$ cat config.mk
export PLATFORM = sky130hd
export DESIGN_NAME = up_down_counter_param
export DESIGN_NICKNAME = d
export VERILOG_FILES = /design/src/rtl/up_down_counter_param.sv
export SDC_FILE = /design/constraint.sdc
export NUM_CORES = 1
export LEC_CHECK = 0
export BUFFER_PORTS_ARGS = -buffer_cell sky130_fd_sc_hd__buf_4
export CORE_AREA = 2 2 49 51
export CTS_BUF_LIST = sky130_fd_sc_hd__clkbuf_8
export DETAILED_ROUTE_END_ITERATION = 6
export DIE_AREA = 0 0 51 53
export PLACE_DENSITY = 0.76
export SLEW_MARGIN = 10
export SYNTH_ARGS = -nofsm -noshare
export SYNTH_HDL_FRONTEND = slang
export SYNTH_SLANG_ARGS = --single-unit
$ cat constraint.sdc
create_clock -name clk -period 1.9 [get_ports clk]
set_input_delay 0.095 -clock clk [delete_from_list [all_inputs] [get_ports clk]]
set_output_delay 0.095 -clock clk [all_outputs]
set_load 0.005 [all_outputs]
$ cat src/rtl/up_down_counter_param.sv
// Parametrised up/down counter: modulo or saturating limit, sync clear/load, tc flag, carry pulse.
// Optional feature macro UDCNT_MATCH_EN adds match_val input and a registered match pulse output.
module up_down_counter_param #(
    parameter int unsigned      WIDTH    = 8,
    parameter logic [WIDTH-1:0] MAX_VAL  = {WIDTH{1'b1}},
    parameter bit               SATURATE = 1'b0
) (
    input  logic             clk,
    input  logic             reset_n,
    input  logic             en,
    input  logic             dir,
    input  logic             clear,
    input  logic             load,
    input  logic [WIDTH-1:0] load_val,
`ifdef UDCNT_MATCH_EN
    input  logic [WIDTH-1:0] match_val,
    output logic             match,
`endif
    output logic [WIDTH-1:0] q,
    output logic             tc,
    output logic             carry
);

    localparam logic [WIDTH-1:0] ZERO = {WIDTH{1'b0}};
    localparam logic [WIDTH-1:0] ONE  = {{(WIDTH-1){1'b0}}, 1'b1};

    // Loads above the modulo limit are pinned to the limit.
    function automatic logic [WIDTH-1:0] clamp_load(input logic [WIDTH-1:0] v);
        return (v > MAX_VAL) ? MAX_VAL : v;
    endfunction

    // Value taken when counting past the top: wrap to 0 or hold at MAX_VAL.
    function automatic logic [WIDTH-1:0] past_top();
        return SATURATE ? MAX_VAL : ZERO;
    endfunction

    // Value taken when counting below 0: wrap to MAX_VAL or hold at 0.
    function automatic logic [WIDTH-1:0] past_bottom();
        return SATURATE ? ZERO : MAX_VAL;
    endfunction

    logic [WIDTH-1:0] cnt_q, cnt_d;
    logic             carry_q, carry_d;
    logic             at_top, at_bot;

    assign at_top = (cnt_q == MAX_VAL);
    assign at_bot = (cnt_q == ZERO);

    always_comb begin
        cnt_d   = cnt_q;
        carry_d = 1'b0;
        if (clear) begin
            cnt_d = ZERO;
        end else if (load) begin
            cnt_d = clamp_load(load_val);
        end else if (en) begin
            if (dir) begin
                if (at_top) begin
                    cnt_d   = past_top();
                    carry_d = 1'b1;
                end else begin
                    cnt_d = cnt_q + ONE;
                end
            end else begin
                if (at_bot) begin
                    cnt_d   = past_bottom();
                    carry_d = 1'b1;
                end else begin
                    cnt_d = cnt_q - ONE;
                end
            end
        end
    end

    always_ff @(posedge clk or negedge reset_n) begin
        if (!reset_n) begin
            cnt_q   <= ZERO;
            carry_q <= 1'b0;
        end else begin
            cnt_q   <= cnt_d;
            carry_q <= carry_d;
        end
    end

    assign q     = cnt_q;
    assign carry = carry_q;
    assign tc    = en & ((dir & at_top) | (~dir & at_bot));

`ifdef UDCNT_MATCH_EN
    // A saturating hold at a limit does not count as writing q, so it never matches.
    logic sat_hold, written, match_q;

    assign sat_hold = SATURATE & ~clear & ~load & en & ((dir & at_top) | (~dir & at_bot));
    assign written  = clear | load | (en & ~sat_hold);

    always_ff @(posedge clk or negedge reset_n) begin
        if (!reset_n) begin
            match_q <= 1'b0;
        end else begin
            match_q <= written & (cnt_d == match_val);
        end
    end

    assign match = match_q;
`endif

endmodule
==> reports/results.tsv <==
stage	metric	value	unit
clock_network	clock tree from TritonCTS	done	
die	core box area	2150	um^2
placement	count of buffers from port buffering	23	
pwr	Lkg Pwr	0.000510	uW
critical_path	Largest stage delay, worst path	0.59	ns
die	total number of placement rows	17	
placement	weighted congestion at the end of routability-driven global placement	0.923	
sta	Final Hold Vio Count	0	
die	initial core utilization	0.462	
job	max-cap violation count	0	
yosys	post-synthesis compound-gate area fraction	0.243	
layout	multi-input combinational cell area	644	um^2
hold_path	hold path endpoint	q[1]	
yosys	top post-synthesis cells by count	11 x nor2_1, 10 x a21oi_1, 9 x buf_6, 9 x dfrtp_1, 9 x o21ai_0	
yosys	post-synthesis register bit count	9	
placement	half-perimeter wire length after placement	1750	um
global_route	antenna violations before repair	0	
yosys	yosys warns	0	
clock_network	number of buffers on the longest clock path	2	
yosys	dominant combinational cell family by area after synthesis	simple AND/OR/NAND/NOR gates	
routing	detailed-router iteration count before antenna repair	4	
global_route	M2 GR Usage	0.348	
yosys	Syn Nets	135	
layout	post-route cell area	1200	um^2
routing	overall via count from detail_route	1004	
yosys	number of distinct standard cells referenced by the synthesized netlist	44	
outcome	result of the run	finished clean	
global_route	first-pass GRT wire length	4250	um
critical_path	reg-to-reg critical path endpoint	q[2]	
pwr	power per standard cell area	601	nW/um^2
yosys	Async S/R FF share, synth	1.00	
routing	via-per-instance ratio	5.98	
global_route	global-route met3 utilization	0.0226	
critical_path	arrival time reported for the critical path endpoint	1.72	ns
sta	number of max-slew violations in the final report	0	
yosys	cells after synthesis	118	
critical_path	startpoint class of the critical path	flop	
critical_path	Critical Path Most Common Cell	nor2_1	
routing	antenna violation net count after detailed routing	0	
hold_path	depth of the worst hold-timing path	2	
layout	area grow syn2layout	21.3	%
yosys	leading cell type by number of instances after synthesis	nor2_1	
sta	slew of the pin with the lowest slew margin	0.420	ns
hold_path	worst min-delay path class	in2reg	
routing	Post-Route WL	2570	um
sta	final worst-path cycle share	0.953	
yosys	register area share after synthesis	0.227	
critical_path	ordered list of cells on the worst path	and4_1 -> and3_1 -> nor2_1 -> nor2_1 -> buf_4	
routing	routed wirelength normalized by instance count	15.3	um
yosys	per-instance average area after synthesis	8.42	um^2
die	count of pins on the block boundary	24	
yosys	xor-xnor portion of the synthesized cell area	0.0441	
die	area of the die	2700	um^2
yosys	share of synthesized cell area in and, or, nand and nor gates	0.264	
yosys	top area cells in the synthesized netlist	dfrtp_1 23%, buf_6 10%, a21oi_1 5.0%, o21ai_0 4.5%, nor2_1 4.2%	
critical_path	CP Max Fanout	13	
layout	antenna diode count	0	
sta	number of setup violations in the final report	0	
hold_path	hold wc startpoint	clear	
sta	highest achievable clock rate	552	MHz
yosys	library cell occupying the most area in the post-synthesis netlist	dfrtp_1	
critical_path	CP Class	reg2out	
critical_path	r2r startpoint	q[1]	
yosys	fraction of synthesized cell area taken by the top area cell type	0.227	
die	Die Width	51	um
global_route	number of global-route vias before repair	909	
sta	Slew Limit Headroom	0.720	
layout	total area of sequential cells	226	um^2
global_route	GRT Resource Usage Total	0.211	
sta	minimum setup slack in the final design	0.0888	ns
global_route	maximum number of pins on one net before global-route repair	20	
pwr	highest ir drop seen on vdd	0.425	mV
critical_path	Reg2Reg Depth	7	
layout	filler cell count	187	
yosys	main flop type after synthesis	dfrtp_1	
yosys	Synth Area in Adders	0.0378	
routing	DRC viols	0	
routing	iteration-0 DRC count of the detailed router	29	
sta	Post-Route Skew	0.00587	ns
clock_network	clock buffers created by TritonCTS	3	
clock_network	Worst-Skew Late Latency	0.24	ns
global_route	most congested layer reported by global routing	met2	
yosys	synthesized cell area	993	um^2
layout	final net count	158	
critical_path	Crit. End Element	output port	
clock_network	cell at the root of the clock tree	clkbuf_8	
placement	post-placement worst setup slack	0.111	ns
sta	final critical path time including I/O delays and setup	1.81	ns
layout	layout cells sized above 1	0.314	
critical_path	critical path launch point	q[5]	
critical_path	reg2reg setup slack	0.16	ns
critical_path	CP required	1.80	ns
yosys	portion of netlist area occupied by mux cells	0.0428	
layout	final standard cell utilization of the core	0.561	
global_route	total congestion overflow after global routing	0	
global_route	M1 GR Usage	0.271	
clock_network	clock input transition at the sequential cells of the worst setup and hold paths	0.05	ns
placement	cell area after placement	1120	um^2
yosys	number of flops mapped to enable cells by yosys	0	
die	Vert. Die Dim	53	um
clock_network	number of sinks handled by clock tree synthesis	9	
critical_path	slowest stage cell on the critical path	dfrtp_1	
clock_network	Clock H-tree levels	1	
-- cells by family (layout without fill, tap and decap cells) --
| group | Yosys count | after routing |
|---|---|---|
| AND/OR/NAND/NOR | 43 | 43 |
| buffers and inverters | 18 | 40 |
| XOR/XNOR | 5 | 5 |
| adder cells (fa/ha/maj) | 3 | 3 |
| flip-flops | 9 | 9 |
| AO/OA/AOI/OAI | 36 | 36 |
| multiplexers | 4 | 4 |
-- state kept, by name, summed over array words and instances (netlist names) --
| register | flops |
|---|---|
| q | 8 |
| carry | 1 |
-- cell usage in the layout, fill, tap and decap left out, types with 2 or more instances in the layout --
cell type,netlist,final
a21oi_1,10,10
a221oi_1,3,3
a2bb2oi_1,2,2
a311o_1,2,2
and3_1,3,3
buf_4,1,30
clkbuf_8,0,3
dfrtp_1,9,8
ha_2,0,2
inv_1,5,6
mux2_2,2,2
mux2i_1,2,2
nand2_1,6,6
nand3_1,3,3
nor2_1,11,11
nor3_1,3,3
nor3b_1,3,3
o21ai_0,9,9
or3_1,2,2
or3b_2,2,2
xnor2_1,4,4
-- cell type report --
type / instances / share of cell area
Inverter: 5 / 0.0156
Clock inverter: 1 / 0.00312
Multi-Input combinational cell: 91 / 0.535
Tap cell: 28 / 0.0291
Sequential cell: 9 / 0.188
Clock buffer: 3 / 0.0343
Timing Repair Buffer: 31 / 0.195
-- per-layer routing --
metal / vias to the layer above / part of all wire / wire, um
met5: - / 0 / 0
met4: 0 / 0.030 / 77
met3: 7 / 0.056 / 145
met2: 45 / 0.47 / 1220
met1: 469 / 0.44 / 1130
li1: 483 / - / -
-- per-stage QoR --
step	cells	TNS, ns	total power (uW)	hold WS [ns]
6_report	168	0	724	0.0971
3_5_place_dp	162	0	479	-0.0720
2_1_floorplan	118	0	409	-0.201
4_1_cts	168	0	718	0.104
3_3_place_gp	162	0	474	-0.0706
5_1_grt	168	-0.00434	762	0.124
-- power breakdown --
part | total [uW] | switching, uW | internal (uW) | leakage, uW
logic | 261 | 125 | 136 | 0.000366
registers | 237 | 29.6 | 207 | 0.000118
clock network | 226 | 84.6 | 141 | 0.0000269
-- how the worst max path moves through the flow --
stage	slack (ns)	cells after the start	endpoint
floorplan	0.15	5	q[5]
global placement	0.15	5	q[5]
detailed placement	0.11	6	q[2]
CTS	0.04	6	tc
global route	-0.004	5	tc
finish	0.09	5	tc
-- timing repair --
item / CTS / global route
setup endpoints to repair: 1 / 5
endpoints found under the hold margin: 9 / 0
pin swaps: 0 / 0
gates resized for setup: 1 / 4
buffers inserted: 1 / 0
hold buffers: 1 / 0
-- worst max-delay path, delay by kind of cell, from the launching register on --
kind,cells,cell delay [ns]
and+or+nand+nor,4,0.77
buffers and inverters,1,0.11
DFF,1,0.59
(Power assumes the default switching activity.)
